File: src/rtl/game_sequencer.sv
// Dino-runner game controller: IDLE/RUN/GAP/OVER sequencing, cactus motion,
// spawn gaps, speed ramp and saturating score. Everything advances on frame_tick.
module game_sequencer #(
    parameter int CACTI_START = 550,
    parameter int CACTI_MIN   = 10,
    parameter int SPEED_INIT  = 1,
    parameter int SPEED_MAX   = 4,
    parameter int SCORE_DIV   = 32,
    parameter int SPEEDUP_PTS = 100,
    parameter int GAP_MIN     = 16
) (
    input  logic        clk,
    input  logic        reset,
    input  logic        frame_tick,
    input  logic        start,
    input  logic        collision,
    output logic        game_on,
    output logic        game_over,
    output logic [9:0]  cacti_x,
    output logic        cacti_vis,
    output logic [2:0]  speed,
    output logic [15:0] score
);
    localparam int FW = (SCORE_DIV > 1) ? $clog2(SCORE_DIV) : 1;
    localparam int PW = (SPEEDUP_PTS > 1) ? $clog2(SPEEDUP_PTS) : 1;

    localparam logic [1:0] IDLE = 2'd0;
    localparam logic [1:0] RUN  = 2'd1;
    localparam logic [1:0] GAP  = 2'd2;
    localparam logic [1:0] OVER = 2'd3;

    logic [1:0]    state, state_nxt;
    logic          start_q;
    logic [7:0]    lfsr;
    logic [5:0]    gap_cnt;
    logic [FW-1:0] frame_cnt;
    logic [PW-1:0] pts_cnt;
    logic          start_rise, hit, retire, restart, score_tick, score_wrap;

    assign start_rise = start & ~start_q;
    assign hit        = (state == RUN) && collision && cacti_vis;
    // 11-bit compare so CACTI_MIN + speed cannot wrap; retire is checked before any subtract
    assign retire     = {1'b0, cacti_x} < (11'(CACTI_MIN) + 11'(speed));
    assign restart    = (state == OVER) && start_rise;
    assign score_tick = frame_tick && (((state == RUN) && !hit) || (state == GAP));
    assign score_wrap = score_tick && (frame_cnt == FW'(SCORE_DIV - 1));

    always_comb begin
        state_nxt = state;
        case (state)
            IDLE:    if (start_rise) state_nxt = RUN;
            RUN:     if (hit) state_nxt = OVER;
                     else if (frame_tick && retire) state_nxt = GAP;
            GAP:     if (frame_tick && gap_cnt == 6'd0) state_nxt = RUN;
            OVER:    if (start_rise) state_nxt = RUN;
            default: state_nxt = IDLE;
        endcase
    end

    always_ff @(posedge clk) begin
        if (!reset) begin
            state     <= IDLE;
            game_on   <= 1'b0;
            game_over <= 1'b0;
            start_q   <= 1'b0;
            lfsr      <= 8'hA5;
        end else begin
            state     <= state_nxt;
            game_on   <= (state_nxt == RUN) || (state_nxt == GAP);
            game_over <= (state_nxt == OVER);
            start_q   <= start;
            lfsr      <= {lfsr[6:0], lfsr[7] ^ lfsr[5] ^ lfsr[4] ^ lfsr[3]};
        end
    end

    always_ff @(posedge clk) begin
        if (!reset) begin
            cacti_x   <= 10'(CACTI_START);
            cacti_vis <= 1'b1;
            gap_cnt   <= 6'd0;
        end else if (restart) begin
            cacti_x   <= 10'(CACTI_START);
            cacti_vis <= 1'b1;
        end else if (state == RUN && !hit && frame_tick) begin
            if (retire) begin
                cacti_vis <= 1'b0;
                gap_cnt   <= 6'(GAP_MIN) + {1'b0, lfsr[4:0]};
            end else begin
                cacti_x <= cacti_x - {7'd0, speed};
            end
        end else if (state == GAP && frame_tick) begin
            if (gap_cnt == 6'd0) begin
                cacti_x   <= 10'(CACTI_START);
                cacti_vis <= 1'b1;
            end else begin
                gap_cnt <= gap_cnt - 6'd1;
            end
        end
    end

    always_ff @(posedge clk) begin
        if (!reset || restart) begin
            frame_cnt <= '0;
            pts_cnt   <= '0;
            score     <= 16'd0;
            speed     <= 3'(SPEED_INIT);
        end else if (score_tick) begin
            if (score_wrap) begin
                frame_cnt <= '0;
                // a saturated score stops feeding the speed ramp
                if (score != 16'hFFFF) begin
                    score <= score + 16'd1;
                    if (pts_cnt == PW'(SPEEDUP_PTS - 1)) begin
                        pts_cnt <= '0;
                        if (speed != 3'(SPEED_MAX)) speed <= speed + 3'd1;
                    end else begin
                        pts_cnt <= pts_cnt + PW'(1);
                    end
                end
            end else begin
                frame_cnt <= frame_cnt + FW'(1);
            end
        end
    end
endmodule

File: config.mk
export PLATFORM = sky130hd
export DESIGN_NAME = game_sequencer
export DESIGN_NICKNAME = d
export VERILOG_FILES = /design/src/rtl/game_sequencer.sv
export SDC_FILE = /design/constraint.sdc
export NUM_CORES = 1
export LEC_CHECK = 0
export BUFFER_PORTS_ARGS = -buffer_cell sky130_fd_sc_hd__buf_2
export CAP_MARGIN = 20
export CORE_ASPECT_RATIO = 2
export CORE_MARGIN = 4
export CORE_UTILIZATION = 59
export DETAILED_ROUTE_END_ITERATION = 16
export PLACE_DENSITY = 0.8
export SLEW_MARGIN = 25
export SYNTH_ARGS = -nofsm -noshare
export SYNTH_HDL_FRONTEND = slang
export SYNTH_SLANG_ARGS = --single-unit
File: constraint.sdc
create_clock -name clk -period 3.2 [get_ports clk]
set_input_delay 0 -clock clk [delete_from_list [all_inputs] [get_ports clk]]
set_output_delay 0 -clock clk [all_outputs]
set_load 0.01 [all_outputs]
[Word-level counts from Yosys, hierarchy flattened]
Cells that the tools add are included.
Word-level totals
  bits in registers: 61
  input port bits: 5
Cells by class
  $lt $le $gt $ge: 1
  eq/ne operators: 13
  add/subtract/negate cells: 8
  bitwise gates (word level): 7
  multiplexer cells: 19
  reductions and logical operators: 26
Operators by type and width (count)
  10-bit two-way mux: 4
  6-bit two-way mux: 4
  16-bit by 1-bit adder with 16-bit output (second input constant): 1
  16-bit != test (second input constant): 1
  1-bit logical AND: 10
  10-bit by 5-bit less-than comparator with 1-bit output: 1
  10-bit by 3-bit subtractor with 10-bit output: 1
  3-bit AND reduction: 3
  2-bit equality test (second input constant): 4
  2-bit two-way mux: 4
  7-bit by 1-bit adder with 7-bit output (second input constant): 1
  7-bit equality test (second input constant): 1
  7-bit two-way mux: 1
  5-bit by 5-bit adder with 6-bit output (first input constant): 1
  6-bit zero test: 1
  2-bit one-hot mux with 3 select lines: 1
  6-bit by 1-bit subtractor with 6-bit output (second input constant): 1
  4-bit by 3-bit adder with 5-bit output (first input constant): 1
  5-bit by 1-bit adder with 5-bit output (second input constant): 1
  5-bit equality test (second input constant): 1
  5-bit two-way mux: 1
  5-bit AND reduction: 1
  2-bit by 1-bit equality test with 1-bit output (second input constant): 2
  1-bit two-way mux: 4
  13 further kinds: 23

[Longest topological paths before layout]
  depth after elaboration: 9
  gate-level depth with buffers: 10
  mapped depth without buffers: 10

[Worst setup path after synthesis]
Ideal clock, no wire load.
  path kind: flip-flop to flip-flop
  from: register speed[2]
  to: register game_on
  path buffers: 0
  setup time: 115 ps
  cell stages (with the launch flop): 10
  arrival time: 2333 ps
  slack: 753 ps
  period minus slack after synthesis: 2447 ps
  cells stage by stage: dfxtp_1 > ha_1 > inv_1 > ha_1 > a211oi_1 > o211a_1 > nand4_1 > o211a_1 > ha_1 > and2_1
On the way
  longest elaborated chain between the ends: 8
  elaborated cells on any way between the ends: 9
  those cells by class: 1 x add/sub; 1 x order compare; 2 x eq/ne; 3 x mux; 2 x reduce/logical
Ends and longest elaborated chain
  from (decl): RTL line 21  | output logic [2:0] speed,
  from (signal assigned): RTL line 106  | speed <= 3'(SPEED_INIT);
  from (signal assigned): RTL line 115  | if (speed != 3'(SPEED_MAX)) speed <= speed + 3'd1;
  4-bit by 3-bit adder with 5-bit output (*): RTL line 43  | assign retire = {1'b0, cacti_x} < (11'(CACTI_MIN) + 11'(speed));
  10-bit by 5-bit less-than comparator with 1-bit output (*): RTL line 43
  1-bit logical AND (*): RTL line 53  | else if (frame_tick && retire) state_nxt = GAP;
  2-bit two-way mux (*): RTL line 53
  2-bit two-way mux (*): RTL line 52  | RUN: if (hit) state_nxt = OVER;
  2-bit one-hot mux with 3 select lines (*): RTL line 50  | case (state)
  named net state_nxt[0]: RTL line 32  | logic [1:0] state, state_nxt;
  2-bit by 1-bit equality test with 1-bit output / 2-bit equality test (equally long branches): RTL line 69  | game_on <= (state_nxt == RUN) || (state_nxt == GAP);
  1-bit logical OR (*): RTL line 69
  to (signal assigned): RTL line 69
  to (decl): RTL line 17  | output logic game_on,
The timed path passes the listed nets; every way through them passes the cells marked *.
A chain may end at the register's enable or synchronous reset.

[Worst setup path in the final report]
  from: register speed[0]
  to: register game_on
Same word-level chain as after synthesis.

==> summary.md <==
| Metric | Value |
|---|---|
| Status | `completed` |
| Number of global-route vias before repair | `~2900` |
| Effective utilization at floorplan | `roughly three fifths` |
| WL per Instance | `between 15 and 20 um` |
| Vias per cell | `between 6 and 7` |
| GP Congestion | `roughly 0.85` |
| I/O pins | `37` |
| Core Region | `5468 um^2` |
| Layout overhead on the synthesized area | `13.24%` |
| Inst Count DP | `462` |
| Clk buf depth | `2` |
| WHS Endpoint | `cacti_x[1]` |
| MaxCap Viol Count | `0` |
| Die Footprint | `7048 um^2` |
| Final Hold Viols | `0` |
| GR Overflow Total | `0` |
| Yosys warnings | `0` |
| DR pass1 iterations | `4` |
| Leakage Power | `approximately 1.5 nW` |
| Worst Hold Class | `in -> reg` |
| Worst IR Drop VDD | `around 390 uV` |
| Crit path DAT | `roughly 2900 ps` |
| DIE HEIGHT | `~110 um` |
| Post-DP HPWL | `5468 um` |
| Port Buffers | `36` |
| TritonCTS clock tree | `built` |
| Reg2Reg Depth | `9` |
| Final Max Tran Viols | `0` |
| CP endpoint kind | `register` |
| Hold path cells | `3` |
| R2R Path End | `game_on` |
| Resized Gates After CTS | `0` |
| H-Tree Depth | `3` |
| DRC viols | `0` |
| Die Width | `slightly above 60 um` |
| Count of flip-flops with a built-in enable after synthesis | `0` |
| Hold_sp | `frame_tick` |
| Seq/Total Area, Yosys | `36.30%` |
| # Post-CTS Setup Buffers | `0` |
| Initial antenna violation count | `0` |
| CTS root buf | `clkbuf_8` |
| Fin crit share | `a little over four fifths` |
| Syn Nets | `403` |
| All-Layer GR Usage | `around a quarter` |
| Critical path origin | `speed[0]` |
| Max Freq | `between 300 and 400 MHz` |
| Number of fill cells | `approximately 450` |
| Worst r2r src | `speed[0]` |
| Synthesized instance count | `~380` |
| Layout Nets | `between 400 and 500` |
| Crit Path Class | `reg -> reg` |
| Fin Clk Skew | `approximately 8 ps` |
| Hold_buf cts | `2` |
| FF-to-FF setup slack | `~530 ps` |
| Pwr dens | `around 460 nW/um^2` |
| Routed Antenna Nets | `0` |
| CP Launch Type | `register` |
| Syn Area/Cell | `8.924 um^2` |
| Final WL | `between 7000 and 8000 um` |
| First-pass GRT wire length | `between 10000 and 15000 um` |
| Worst rel slew slack | `roughly two fifths` |
| Final setup vio count | `0` |
| Req. time, crit path | `3440 ps` |
| Asr flop ratio synth | `0%` |
| Worst Tran Pin Value | `roughly 900 ps` |
| Largest net degree at the start of global routing | `22` |
| Routed vias | `around 2900` |
| Skew-Pair Late Insertion Delay | `between 300 and 400 ps` |
| Synth Flop Type | `dfxtp_1` |
| RSZ-0062 raised after global routing | `no` |
| Final Total Pwr | `around 1.7 mW` |
| Minimum clock period | `2670 ps` |
| Max FO, Critical Path | `5` |
| Clock buffer count from CTS | `9` |
| Post-synth cell types | `66` |
| Fin Setup TNS | `0 ps` |
| Fraction of layout cells with a size suffix above 1 | `between 15 and 20%` |
| Ant. Diodes | `0` |
| Layout Cells excl Fill | `480` |
| Post-synthesis register bit count | `between 60 and 70` |
| Clock Sinks | `61` |
| Mapped Area | `3364 um^2` |
| Hold slack | `around 160 ps` |
| Initial DRC count | `160` |
| Clock-pin slew on the worst setup and hold paths | `around 70 ps` |
| Row cnt | `38` |
## placed cells by master, fill, tap and decap left out, types with 4 or more instances in the layout
cell / synthesis / routed
xnor2_1: 20 / 20
nor3_1: 8 / 8
nor4_1: 7 / 7
a21oi_1: 19 / 19
xor2_1: 4 / 4
nand4_1: 8 / 8
buf_2: 2 / 36
inv_1: 18 / 18
nand3b_1: 6 / 6
and3_1: 4 / 4
ha_1: 19 / 19
dfxtp_1: 61 / 61
mux2i_1: 4 / 4
and4_1: 5 / 5
nor3b_1: 4 / 4
nand2_1: 28 / 28
nand3_1: 22 / 22
clkbuf_8: 0 / 11
and2_1: 9 / 9
o21ai_0: 19 / 19
nor2_1: 36 / 36
## metrics by stage
step | setup slack (ps) | util [%] | cell area, um^2
floorplan | 752.5 | - | 3364
global route | 385.8 | 69.68 | 3810
detailed placement | 578.2 | 65.03 | 3556
CTS | 528.5 | 69.52 | 3801
global placement | 661.2 | 65.03 | 3556
finish | 529.6 | 69.68 | 3810
## metal layers
| layer | vias up | global-route usage [%] | part of all wire (%) |
|---|---|---|---|
| li1 | 1434 | - | - |
| met1 | 1361 | 24.51 | 39 |
| met2 | 67 | 40.59 | 54 |
| met3 | 22 | 7.191 | 3.9 |
| met4 | 0 | 11.47 | 3.0 |
| met5 | - | 0 | 0 |
## worst max-delay path: stages, from the launching register on
cell and delay (ps):
dfxtp_1 410, ha_1 200, inv_1 80, fa_1 360, a211oi_1 430, o211a_1 340, nand4_1 130, o211a_1 150
ha_1 300, and2_1 170
## sequential cells by signal (all words and copies together), names as in the netlist
| register | count |
|---|---|
| game_on | 1 |
| speed | 3 |
| gap_cnt | 6 |
| start_q | 1 |
| cacti_x | 10 |
| pts_cnt | 7 |
| state | 2 |
| lfsr | 8 |
| game_over | 1 |
| frame_cnt | 5 |
| cacti_vis | 1 |
| score | 16 |
## power breakdown
part           internal [mW]  switching, mW
sequential             0.781         0.0200
combinational         0.0708         0.0968
clock                  0.478          0.295
## cells in the mapped netlist (3+ instances only)
cell	n	share of area, %
nand2b_1	3	0.56
nor4_1	7	1.3
a31oi_1	3	0.56
nor2_1	36	4.0
buf_6	3	1.0
dfxtp_1	61	36
a21oi_1	19	2.8
xnor2_1	20	5.2
o21ai_2	3	0.78
mux2i_1	4	1.2
o21ai_0	19	2.8
clkbuf_1	6	0.67
nand2_1	28	3.1
xor2_1	4	1.0
or4_1	3	0.67
nor3_2	3	0.89
o211a_1	3	0.89
nand3b_1	6	1.3
and2_1	9	1.7
nand3_1	22	3.3
ha_1	19	7.1
and3_1	4	0.74
and4_1	5	1.3
inv_1	18	2.0
or3_1	3	0.56
nor3_1	8	1.2
nor3b_1	4	0.89
nand4_1	8	1.5
## how the worst max path moves through the flow
stage	end
after floorplan	game_on
after global placement	game_on
after detailed placement	game_on
after CTS	game_on
after global routing	game_on
final	game_on
## logic make-up (layout without fill, tap and decap cells)
family          after synthesis  after routing  synth area share (%)
simple gates                160            160                 26.89
compound gates               75             75                 16.55
flops                        61             61                 36.30
buf+inv                      32             75                 4.574
xor+xnor                     24             24                 6.248
fa+ha+maj                    21             21                 8.256
mux                           4              4                 1.190
## area by class of cell
| cell class | instances | area [um^2] | share of cell area, % |
|---|---|---|---|
| Multi-Input combinational cell | 284 | 1998 | 52.45 |
| Sequential cell | 61 | 1221 | 32.05 |
| Timing Repair Buffer | 41 | 222.7 | 5.846 |
| Clock buffer | 12 | 155.1 | 4.072 |
| Tap cell | 60 | 75.07 | 1.970 |
| Clock inverter | 4 | 70.07 | 1.839 |
| Inverter | 18 | 67.56 | 1.773 |
Power figures use the tool's default switching activity.
